### src/rtl/scratch_pad_loader.sv
// scratch_pad_loader
// Turns a valid/ready stream of 32-bit words into scratch-pad write controls.
// Each load fills the activation BRAMs first (step=1), then the weight BRAMs
// (step=2), walking layer -> bram_num -> bram_addr with addr innermost.
// All write controls are registered: a word accepted in cycle t is presented
// on step/bram_*/data_received in cycle t+1, and step falls back to 0 in any
// cycle that follows a non-accept cycle so no BRAM is ever written twice.

module scratch_pad_loader #(
   parameter int SYS_WIDTH   = 64,
   parameter int SYS_HEIGHT  = 1,
   parameter int BUFFER_SIZE = 5
) (
   input  logic        clk,
   input  logic        rst,
   input  logic        start,
   input  logic [2:0]  num_layers,
   input  logic        in_valid,
   output logic        in_ready,
   input  logic [31:0] in_data,
   output logic [2:0]  step,
   output logic [5:0]  bram_num,
   output logic        bram_addr,
   output logic [2:0]  bram_layer,
   output logic [31:0] data_received,
   output logic        busy,
   output logic        done
);

   localparam logic [5:0] ACT_LAST = 6'(SYS_HEIGHT - 1);
   localparam logic [5:0] WGT_LAST = 6'(SYS_WIDTH - 1);
   localparam logic [2:0] MAX_LAYERS = 3'(BUFFER_SIZE);

   typedef enum logic [1:0] {
      IDLE,
      LOAD_ACT,
      LOAD_WGT,
      DONE
   } state_t;

   state_t state, next_state;

   logic [2:0] layers;
   logic [2:0] layer_cnt;
   logic [5:0] num_cnt;
   logic       addr_cnt;
   logic       done_q;

   logic       accept;
   logic       start_ok;
   logic       last_word;
   logic [5:0] num_last;
   logic [2:0] clamped_layers;

   // The done pulse is a registered output, so the state register is already
   // back in IDLE during the done cycle; start_ok masks start in that cycle.
   assign in_ready       = (state == LOAD_ACT) || (state == LOAD_WGT);
   assign accept         = in_valid && in_ready;
   assign start_ok       = (state == IDLE) && start && !done_q;
   assign num_last       = (state == LOAD_ACT) ? ACT_LAST : WGT_LAST;
   assign clamped_layers = (num_layers > MAX_LAYERS) ? MAX_LAYERS : num_layers;
   assign last_word      = accept && addr_cnt && (num_cnt == num_last) &&
                           (layer_cnt == layers - 3'd1);
   assign busy           = (state != IDLE) || done_q;
   assign done           = done_q;

   // State register for the load sequencer
   always_ff @(posedge clk) begin
      if (rst) begin
         state <= IDLE;
      end else begin
         state <= next_state;
      end
   end

   // Next-state logic: a zero-layer request skips straight to DONE
   always_comb begin
      next_state = state;
      unique case (state)
         IDLE: begin
            if (start_ok) begin
               next_state = (clamped_layers == 3'd0) ? DONE : LOAD_ACT;
            end
         end
         LOAD_ACT: begin
            if (last_word) begin
               next_state = LOAD_WGT;
            end
         end
         LOAD_WGT: begin
            if (last_word) begin
               next_state = DONE;
            end
         end
         DONE: begin
            next_state = IDLE;
         end
         default: begin
            next_state = IDLE;
         end
      endcase
   end

   // Position counters, registered write controls and the done pulse
   always_ff @(posedge clk) begin
      if (rst) begin
         layers        <= 3'd0;
         layer_cnt     <= 3'd0;
         num_cnt       <= 6'd0;
         addr_cnt      <= 1'b0;
         step          <= 3'd0;
         bram_num      <= 6'd0;
         bram_addr     <= 1'b0;
         bram_layer    <= 3'd0;
         data_received <= 32'd0;
         done_q        <= 1'b0;
      end else begin
         done_q <= (state == DONE);
         step   <= 3'd0;

         if (start_ok) begin
            layers    <= clamped_layers;
            layer_cnt <= 3'd0;
            num_cnt   <= 6'd0;
            addr_cnt  <= 1'b0;
         end

         if (accept) begin
            step          <= (state == LOAD_ACT) ? 3'd1 : 3'd2;
            bram_num      <= num_cnt;
            bram_addr     <= addr_cnt;
            bram_layer    <= layer_cnt;
            data_received <= in_data;

            if (last_word) begin
               layer_cnt <= 3'd0;
               num_cnt   <= 6'd0;
               addr_cnt  <= 1'b0;
            end else if (!addr_cnt) begin
               addr_cnt <= 1'b1;
            end else begin
               addr_cnt <= 1'b0;
               if (num_cnt == num_last) begin
                  num_cnt   <= 6'd0;
                  layer_cnt <= layer_cnt + 3'd1;
               end else begin
                  num_cnt <= num_cnt + 6'd1;
               end
            end
         end
      end
   end

endmodule

### config.mk
export PLATFORM = sky130hd
export DESIGN_NAME = scratch_pad_loader
export DESIGN_NICKNAME = d
export VERILOG_FILES = /design/src/rtl/scratch_pad_loader.sv
export SDC_FILE = /design/constraint.sdc
export NUM_CORES = 1
export LEC_CHECK = 0
export ABC_CLOCK_PERIOD_IN_PS = 4250
export BUFFER_PORTS_ARGS = -buffer_cell sky130_fd_sc_hd__buf_2
export CAP_MARGIN = 20
export CORE_MARGIN = 2
export CORE_UTILIZATION = 53
export CTS_CLUSTER_SIZE = 8
export DETAILED_ROUTE_END_ITERATION = 7
export GPL_ROUTABILITY_DRIVEN = 0
export PLACE_DENSITY_LB_ADDON = 0.3
export SYNTH_ARGS = -nofsm -noshare
export SYNTH_HDL_FRONTEND = slang
export SYNTH_SLANG_ARGS = --single-unit
### constraint.sdc
create_clock -name clk -period 4.25 [get_ports clk]
set_input_delay 0.6375 -clock clk [delete_from_list [all_inputs] [get_ports clk]]
set_output_delay 0.6375 -clock clk [all_outputs]
set_load 0.01 [all_outputs]
==> summary.md, run 1 <==
| Metric | Value |
|---|---|
| Worst R2R Path Depth | 7 |
| DRT Pass-1 Iters | 4 |
| DRC viols | 0 |
| Clock buffer depth | 2 |
| Fraction of layout cells with a size suffix above 1 | around 28% |
| Final cell count without fillers | 429 |
| Worst IR Drop VDD | just under 400 uV |
| FF-to-FF Start | state[0] |
| CTS clk-pin slew, worst paths | around 0.06 ns |
| Slowest stage delay, CP | ~0.38 ns |
| Critical path required time | about 4.5 ns |
| Core region area | around 0.0044 mm^2 |
| Sequential area share after synthesis | between 40 and 50% |
| Syn. warnings | 0 |
| Die extent in y | slightly above 70 um |
| Synth cell types | 39 |
| Die ar. | between 0.005 and 0.006 mm^2 |
| Row Count | 24 |
| Slew Viols, Final | 0 |
| Clock Skews | ~0.0047 ns |
| Flop pwr share | between 40% and 50% |
| Hold Path Class | reg2reg |
| HP Start | data_received[4] |
| Ys async rst share | 0% |
| Port Buffers | 85 |
| Yosys reg bits | 60 |
| Final setup fails | 0 |
| CTS tree | yes |
| Synth area leader | dfxtp_1 |
| Highest Clock Rate | 485 MHz |
| Worst R2R End | num_cnt[4] |
| N_diodes | 0 |
| Combinational Power Share | between 20% and 30% |
| First-pass GRT wire length | between 8 and 9 mm |
| Area added between synthesis and finish | 25.6% |
| Crit path max fanout | 6 |
| CP Capture Type | flip-flop |
| P_leak | 1.37 nW |
| Switch share | between 30% and 40% |
| DRT Wirelength | between 5 and 6 mm |
| Slowest CP cell | ha_1 |
| Critical-path cell list | inv_1 > ha_1 > nand3_1 > a21oi_1 > and2_1 > a41oi_1 > a311oi_1 |
| Setup slack, reg-to-reg | 2.19 ns |
| Slew @ Worst Pin | between 0.9 and 1 ns |
| Root buf cell | clkbuf_8 |
| Internal | roughly 0.0011 W |
| Post-Place Cells | ~410 |
| Worst Hold Path EP | data_received[4] |
| Synth Instances | approximately 290 |
| Detailed placement HPWL | 3.51 mm |
| Final instance area | 0.00306 mm^2 |
| Ys flop type | dfxtp_1 |
| Max-cap violations | 0 |
| Die width | between 70 and 80 um |
| Post-DRT Antenna Nets | 0 |
| Area after DPL | between 0.002 and 0.003 mm^2 |
| Tot Pwr | 0.00163 W |
| Switching power | 0.000517 W |
| Post-CTS Repair Setup Buffers | 0 |
| Vias per cell | ~5.2 |
| Mapped Area | about 0.0024 mm^2 |
| Most common cell after layout, fill and taps aside | nand2_1 |
| Fill count | between 300 and 400 |
| Worst Hold Path Cells | 2 |
| Pwr dens | between 500 and 600 mW/mm^2 |
| Post-synth EDFFs | 0 |
| Critical path class | reg2reg |
| Top cell type's share of synthesized area | 49.3% |
| Final hold vios | 0 |
| Initial antenna violation count | 0 |
| Most frequent cells in the layout | 90 x nand2_1, 85 x buf_2, 60 x dfxtp_1, 48 x a21oi_1, 11 x clkbuf_8 |
| Net Count, Synth | 340 |
| Vias in the first global route | 2035 |
| Crit path time final | 2.06 ns |
| Critical Path Source Type | flip-flop |
| Clk pwr share | around 31% |
| CTS Buf Count | 9 |
| Final Cycle Share | around half |
| Setup TNS | 0 ns |
| Slew headroom | between 30% and 40% |
| I/O pins | slightly below 90 |
| Hold_buf cts | 0 |
| Initial drt markers | approximately 120 |
| Post-detailed-route wirelength per cell | 12.7 um |
| Cts repair resizes | 0 |
| Avg Cell Area, Syn | ~8.3 um^2 |
| Largest net degree at the start of global routing | 57 |
| Area contributors post-synth | dfxtp_1 49%, nand2_1 14%, a21oi_1 9.9%, ha_1 4.1%, clkbuf_1 2.5% |
| H-tree levels | 3 |
| Starting Density | a little under three fifths |
| Nets | 419 |
| RSZ-0062 raised after global routing | no |
| Vias | between 2000 and 2500 |
| GRT Total Usage | 22.0% |
| Critical path arrival | 2.29 ns |
| Worst skew pair latency | ~0.33 ns |
| Final hold slack | 0.452 ns |
| Status | completed |
| Final global-route overflow total | 0 |
| Clk sinks | 60 |
==> layer usage <==
layer / GRT usage (%) / vias to the layer above / wire (um)
li1: - / 1145 / -
met1: 26.2 / 1000 / 2380
met2: 36.9 / 77 / 2580
met3: 4.50 / 16 / 344
met4: 12.2 / 0 / 148
met5: 0 / - / 0
==> kinds of logic (layout without fill, tap and decap cells) <==
logic type / count (synthesis) / after routing / synth area share (%)
adder cells (fa/ha/maj): 8 / 8 / 4.10
flip-flops: 60 / 60 / 49.3
AND/OR/NAND/NOR: 129 / 129 / 24.1
multiplexers: 4 / 4 / 1.69
XOR/XNOR: 3 / 3 / 1.64
other: 1 / 1 / 0.154
AO/OA/AOI/OAI: 65 / 65 / 15.3
buffers and inverters: 23 / 107 / 3.80
==> synthesized netlist by cell type (all sizes together), types with 3 or more instances <==
master and instances:
mux2i 3, dfxtp 60, and2 3, a311oi 3
nor3 4, nand2 90, nand3 7, nand2b 3
clkbuf 16, ha 8, nor2 10, a211oi 4
a21oi 48, inv 4, buf 3, nand3b 3
==> flip-flops by register name, indices dropped and copies added (netlist names), 2 cells and up <==
name	flops
num_cnt	6
state	2
layer_cnt	3
step	2
layers	3
data_received	32
bram_num	6
bram_layer	3
==> worst max-delay path: cells and delay by family, from the launching register on <==
family	cells	cell delay (ns)
AOI/OAI and AO/OA	3	0.62
and+or+nand+nor	2	0.49
adders and majority gates	1	0.38
DFF	1	0.37
buffers and inverters	1	0.10
==> how the worst max path moves through the flow <==
| stage | depth (start not counted) | slack, ns | from | end |
|---|---|---|---|---|
| after global placement | 3 | 2.27 | rst | num_cnt[1] |
| after CTS | 7 | 2.21 | state[0] | num_cnt[4] |
| final | 7 | 2.19 | state[0] | num_cnt[4] |
| after global routing | 7 | 1.99 | state[0] | num_cnt[4] |
| after detailed placement | 7 | 2.24 | state[0] | num_cnt[4] |
| after floorplan | 7 | 2.41 | state[0] | num_cnt[4] |
==> power groups by stage <==
stage	Clock (W)	Combinational [W]	Sequential, W
finish	0.000506	0.000450	0.000674
CTS	0.000516	0.000454	0.000674
global route	0.000540	0.000509	0.000683
detailed placement	0	0.000448	0.000685
global placement	0	0.000438	0.000684
floorplan	0	0.000279	0.000712
==> through the flow <==
stage	setup WS, ns	util, %
floorplan	2.41	-
global placement	2.27	65.4
detailed placement	2.24	65.4
CTS	2.21	69.9
global route	1.99	69.9
finish	2.19	69.9
==> final cells by class <==
cell class | count | area, um^2 | area share [%]
clock inverters | 1 | 30.0 | 0.980
well taps | 52 | 65.1 | 2.12
flip-flops and latches | 60 | 1200 | 39.2
inverters | 4 | 15.0 | 0.490
multi-input cells | 210 | 1140 | 37.4
clock buffers | 15 | 166 | 5.43
repair buffers | 87 | 440 | 14.4
No activity file was read; power rests on OpenSTA's default activity.
==> run 2, diff against run 1 <==
ABC_CLOCK_PERIOD_IN_PS = 2000   (was 4250)
CORE_UTILIZATION = 49   (was 53)
clock period = 2 ns   (was 4.25 ns; I/O delays follow)
==> run 2 against run 1 <==
Effect of this change: register-to-register slack worse by 2.1 ns; first-iteration DRC count down 29%; sequential cell count unchanged; non-clock buffer count up 4; combinational power up 120%; sequential power up 110%; power up 110%; via count about the same; clock power up 110%; sequential share of layout area down 0.86 points; critical path type unchanged; largest power group unchanged.
==> summary.md, run 2 (synthesis results as in run 1) <==
| Metric | Value |
|---|---|
| GRT Total Usage | roughly 19% |
| Initial antenna violation count | 0 |
| Worst skew pair latency | about 0.33 ns |
| Worst Hold Path EP | data_received[11] |
| Pwr dens | around 1100 mW/mm^2 |
| Starting Density | between 50 and 60% |
| Final cell count without fillers | roughly 450 |
| FF-to-FF Start | state[1] |
| Die ar. | ~0.0056 mm^2 |
| RSZ-0062 raised after global routing | yes |
| Critical Path Source Type | flip-flop |
| Setup Slack @ Placement | between 0.1 and 0.15 ns |
| Die extent in y | 74.5 um |
| I/O pins | between 80 and 90 |
| Setup WS post-layout | between 0.1 and 0.15 ns |
| Row Count | 25 |
| Clk sinks | 60 |
| Worst IR Drop VDD | about 700 uV |
| Final Cycle Share | between 90% and 100% |
| Final setup fails | 0 |
| Die width | about 75 um |
| CP Capture Type | flip-flop |
| Final global-route overflow total | 0 |
| Highest Clock Rate | between 500 and 600 MHz |
| Detailed placement HPWL | 3.74 mm |
| Largest Register | data_received |
| H-tree levels | 3 |
| Tot Pwr | between 0.003 and 0.004 W |
| Max reg flops | 32 |
| Worst R2R Path Depth | 7 |
| Critical path arrival | 2.12 ns |
| Post-CTS Repair Setup Buffers | 0 |
| Crit path max fanout | 6 |
| P_leak | about 1.4 nW |
| Worst R2R End | state[1] |
| Largest net degree at the start of global routing | 47 |
| Largest regs | data_received: 32 flops, bram_num: 6 flops, num_cnt: 6 flops |
| Root buf cell | clkbuf_8 |
| Setup slack, reg-to-reg | around 0.10 ns |
| CTS clk-pin slew, worst paths | about 0.060 ns |
| First-pass GRT wire length | a little over 8 mm |
| Most common cell after layout, fill and taps aside | nand2_1 |
| CTS tree | yes |
| CTS Buf Count | 9 |
| Final hold slack | around 0.20 ns |
| Post-detailed-route wirelength per cell | 12.1 um |
| Area added between synthesis and finish | 28.4% |
| Vias in the first global route | between 1500 and 2000 |
| Post-DRT Antenna Nets | 0 |
| Core region area | 0.00475 mm^2 |
| Vias per cell | ~5 |
| Max-cap violations | 0 |
| Clock Skews | ~0.0039 ns |
| Status | completed |
| Most frequent cells in the layout | 90 x nand2_1, 85 x buf_2, 60 x dfxtp_1, 48 x a21oi_1, 11 x clkbuf_8 |
| Initial drt markers | a little over 80 |
| Crit path time final | between 1.5 and 2 ns |
| DRC viols | 0 |
| Vias | 2237 |
| N_diodes | 0 |
| Port Buffers | 85 |
| Hold Path Class | in2reg |
| Nets | between 400 and 500 |
| Critical path class | reg2reg |
| Worst Hold Path Cells | 3 |
| DRT Pass-1 Iters | 4 |
| Final hold vios | 0 |
| HP Start | in_data[11] |
| DRT Wirelength | 5.38 mm |
| Slew Viols, Final | 0 |
| Fraction of layout cells with a size suffix above 1 | approximately 29% |
| Critical path required time | 2.22 ns |
| Clock buffer depth | 2 |
| Post-Place Cells | approximately 430 |
[run 2: cell types whose count changed in the layout (fill, tap and decap cells not counted)]
cell and delta:
buf_12 +2, and2_2 +1, clkinv_2 +1, or2_0 -1, clkbuf_1 -3, or2_1 +1, and2_1 -1, buf_4 +2
[run 2: area by class of cell]
type / instances / area (um^2)
clock buffer: 12 / 155
clock inverter: 2 / 35.0
fill: 446 / 1620
inverter: 4 / 15.0
multi-input combinational: 210 / 1150
sequential: 60 / 1200
tap: 67 / 83.8
timing repair buffer: 91 / 495
[run 2: report_power, final]
part           leakage, nW  internal, W  total [W]  switching [W]
clock network       0.0983     0.000628    0.00105       0.000426
registers            0.487      0.00135    0.00143      0.0000775
logic                0.819     0.000414    0.00101       0.000593
total                 1.40      0.00239    0.00349        0.00110
[run 2: worst max-delay path, cell delays in order (launching register included)]
cell and delay (ns):
dfxtp_1 0.33, inv_1 0.12, ha_1 0.26, nor4b_2 0.27, nand2_1 0.15, a211oi_2 0.24, o21ai_1 0.13, mux2_2 0.28
[run 2: how the worst max path moves through the flow]
stage / startpoint / to / slack, ns / depth (start not counted)
6_report: state[1] / state[1] / 0.10 / 7
5_1_grt: state[0] / num_cnt[4] / -0.03 / 7
4_1_cts: state[1] / num_cnt[5] / 0.08 / 7
3_5_place_dp: state[1] / layer_cnt[0] / 0.11 / 7
3_3_place_gp: state[0] / num_cnt[4] / 0.20 / 7
2_1_floorplan: state[0] / num_cnt[4] / 0.16 / 7
[run 2: metal layers]
metal | vias up | track usage (%) | share of wire (%)
li1 | 1146 | - | -
met1 | 1017 | 24.2 | 45
met2 | 64 | 30.9 | 47
met3 | 10 | 4.74 | 5.6
met4 | 0 | 10.7 | 2.0
met5 | - | 0 | 0
[run 2: timing repair]
action | in CTS | in global routing
resized for setup | 0 | 2
endpoints found under the setup margin | 0 | 6
hold buffers | 0 | 0
[run 2: metrics by stage]
step | util, % | TNS, ns | instance area (um^2)
after floorplan | - | 0 | 2440
after global placement | 61.8 | 0 | 2940
after detailed placement | 61.8 | 0 | 2940
after CTS | 65.8 | 0 | 3130
after global routing | 65.9 | -0.0376 | 3130
final | 65.9 | 0 | 3130
==> run 3, diff against run 2 <==
ABC_AREA = 1   (was not set)
==> run 3 against run 2 <==
Effect of this change: die area increased by 1.5%; final cell count rose by 7.2%; cell area grew 1.5%; sequential power grew 19%; synthesized cell count grew 9.2%; maximum frequency fell by 0.56%; utilization up 0.54 points; sequential share of layout area is 0.56 points lower; critical path type unchanged; synthesized area grew 1.5%; power is 35% higher; critical endpoint is now num_cnt[2]; clock skew hardly changed.
==> summary.md, run 3 <==
| Metric | Value |
|---|---|
| Worst IR Drop VDD | a little under 700 uV |
| Hold_buf cts | 0 |
| Die ar. | roughly 0.0056 mm^2 |
| Root buf cell | clkbuf_8 |
| Max-cap violations | 0 |
| Setup WS post-layout | about 0.091 ns |
| Critical path arrival | around 2.2 ns |
| Avg Cell Area, Syn | approximately 7.7 um^2 |
| Final instance area | around 0.0032 mm^2 |
| Worst Hold Path Cells | 3 |
| Largest Register | data_received |
| Critical Path Source Type | flip-flop |
| Vias in the first global route | roughly 2300 |
| H-tree levels | 3 |
| CP most frequent cell | inv_1 |
| I/O pins | 87 |
| Worst R2R Path Depth | 9 |
| Clk sinks | 60 |
| Detailed placement HPWL | between 4 and 5 mm |
| Area added between synthesis and finish | 28.3% |
| Starting Density | approximately half |
| Core region area | between 0.004 and 0.005 mm^2 |
| Post-detailed-route wirelength per cell | approximately 12 um |
| Cts repair resizes | 0 |
| Status | completed |
| Ys async rst share | 0% |
| Yosys reg bits | 60 |
| Highest Clock Rate | about 520 MHz |
| Largest regs | data_received: 32 flops, bram_num: 6 flops, num_cnt: 6 flops |
| Setup Slack @ Placement | approximately 0.19 ns |
| P_leak | approximately 1.5 nW |
| Vias per cell | between 4 and 5 |
| Setup TNS | 0 ns |
| Post-DRT Antenna Nets | 0 |
| Hold Path Class | in2reg |
| Port Buffers | 85 |
| DRT Pass-1 Iters | 4 |
| CP Launch Point | state[1] |
| Initial antenna violation count | 0 |
| Most frequent cells in the layout | 85 x buf_2, 81 x nor2_1, 60 x dfxtp_1, 51 x o21ai_0, 25 x a21oi_1 |
| Max reg flops | 32 |
| Final global-route overflow total | 0 |
| FF-to-FF Start | state[1] |
| DRC viols | 0 |
| Top-count cell post-synth | nor2_1 |
| Setup slack, reg-to-reg | 0.09 ns |
| Top cell type's share of synthesized area | around half |
| N_diodes | 0 |
| RSZ-0062 raised after global routing | no |
| Critical-path cell list | inv_1 > ha_1 > nand2_4 > nor2_4 > buf_4 > inv_1 > a21oi_1 > o2111ai_1 > nor2_1 |
| Post-CTS Repair Setup Buffers | 0 |
| Critical path required time | 2.27 ns |
| Ys flop type | dfxtp_1 |
| Crit path max-delay family | buffers and inverters |
| CTS tree | yes |
| Area contributors post-synth | dfxtp_1 49%, nor2_1 12%, o21ai_0 10%, a21oi_1 5.1%, ha_1 4.0% |
| Slowest CP cell | dfxtp_1 |
| Largest net degree at the start of global routing | 42 |
| DRT Wirelength | ~5.9 mm |
| First-pass GRT wire length | around 9.5 mm |
| Fraction of layout cells with a size suffix above 1 | 29.2% |
| Sequential area share after synthesis | around 49% |
| Post-synth EDFFs | 0 |
| Nets | between 400 and 500 |
| Fill count | about 430 |
| Pwr dens | 1480 mW/mm^2 |
| Synth Instances | 320 |
| Mapped Area | 0.00248 mm^2 |
| Worst skew pair latency | 0.34 ns |
| Clock buffer depth | 2 |
| Final setup fails | 0 |
| HP Start | in_data[11] |
| Crit path max fanout | 11 |
| Slowest stage delay, CP | 0.39 ns |
| Vias | about 2400 |
| Die extent in y | ~75 um |
| Die width | 75.1 um |
| CP Capture Type | flip-flop |
| Final Cycle Share | 95.5% |
| Area after DPL | roughly 0.0030 mm^2 |
| Tot Pwr | about 0.0047 W |
| Critical path class | reg2reg |
| Clock Skews | roughly 0.0036 ns |
| CP Buf/Inv Count | 3 |
| Syn. warnings | 0 |
| GRT Total Usage | between 20% and 30% |
| Crit path time final | between 1.5 and 2 ns |
| Utilization after layout | about two thirds |
| Synth area leader | dfxtp_1 |
| Worst R2R End | num_cnt[2] |
| CTS Buf Count | 9 |
| Slew Viols, Final | 0 |
| Most frequent cells after synthesis | 81 x nor2_1, 60 x dfxtp_1, 51 x o21ai_0 |
| Worst Hold Path EP | data_received[11] |
| Row Count | 25 |
| Net Count, Synth | roughly 370 |
| CTS clk-pin slew, worst paths | approximately 0.070 ns |
| Final hold vios | 0 |
| Initial drt markers | 161 |
| Synth cell types | 27 |
| Most common cell after layout, fill and taps aside | buf_2 |
-- run 3: stage by stage --
stage | hold slack, ns | instances
after floorplan | 0.440 | 320
after global placement | 0.457 | 462
after detailed placement | 0.466 | 462
after CTS | 0.209 | 478
after global routing | 0.223 | 478
final | 0.214 | 478
-- run 3: worst max path at each step --
stage,to,slack (ns),cells past startpoint
floorplan,state[0],0.37,11
global placement,num_cnt[2],0.26,9
detailed placement,num_cnt[2],0.19,9
CTS,num_cnt[2],0.10,9
global route,num_cnt[2],0.009,9
finish,num_cnt[2],0.09,9
-- run 3: tightest hold or removal path, cell delays in order --
cell	delay, ns
buf_2	0.07
o21ai_0	0.07
nor2_1	0.07
-- run 3: where the power goes --
part,switching [W],internal (W)
Combinational,0.00112,0.000713
Sequential,0.000167,0.00153
Clock,0.000484,0.000701
Total,0.00177,0.00295
-- run 3: area by class of cell --
cell class / count / area, um^2 / area share, %
inverter: 25 / 93.8 / 2.95
timing repair buffer: 90 / 475 / 15.0
clock inverter: 6 / 88.8 / 2.80
sequential: 60 / 1200 / 37.8
clock buffer: 10 / 128 / 4.02
tap: 67 / 83.8 / 2.64
multi-input combinational: 220 / 1110 / 34.8
-- run 3: kinds of logic after synthesis --
family                     share of synthesized area, %
AOI/OAI and AO/OA                                  16.9
xor gates and xnor gates                          0.708
adders and majority gates                          4.04
buffers and inverters                              6.77
DFF                                                48.5
muxes                                             0.404
other                                             0.151
and+or+nand+nor                                    22.5
-- run 3: metal layers --
metal	vias up	part of all wire (%)	global-route usage (%)
li1	1205	-	-
met1	1054	44	26.1
met2	80	48	36.8
met3	13	5.8	5.76
met4	0	2.4	12.3
met5	-	0	0
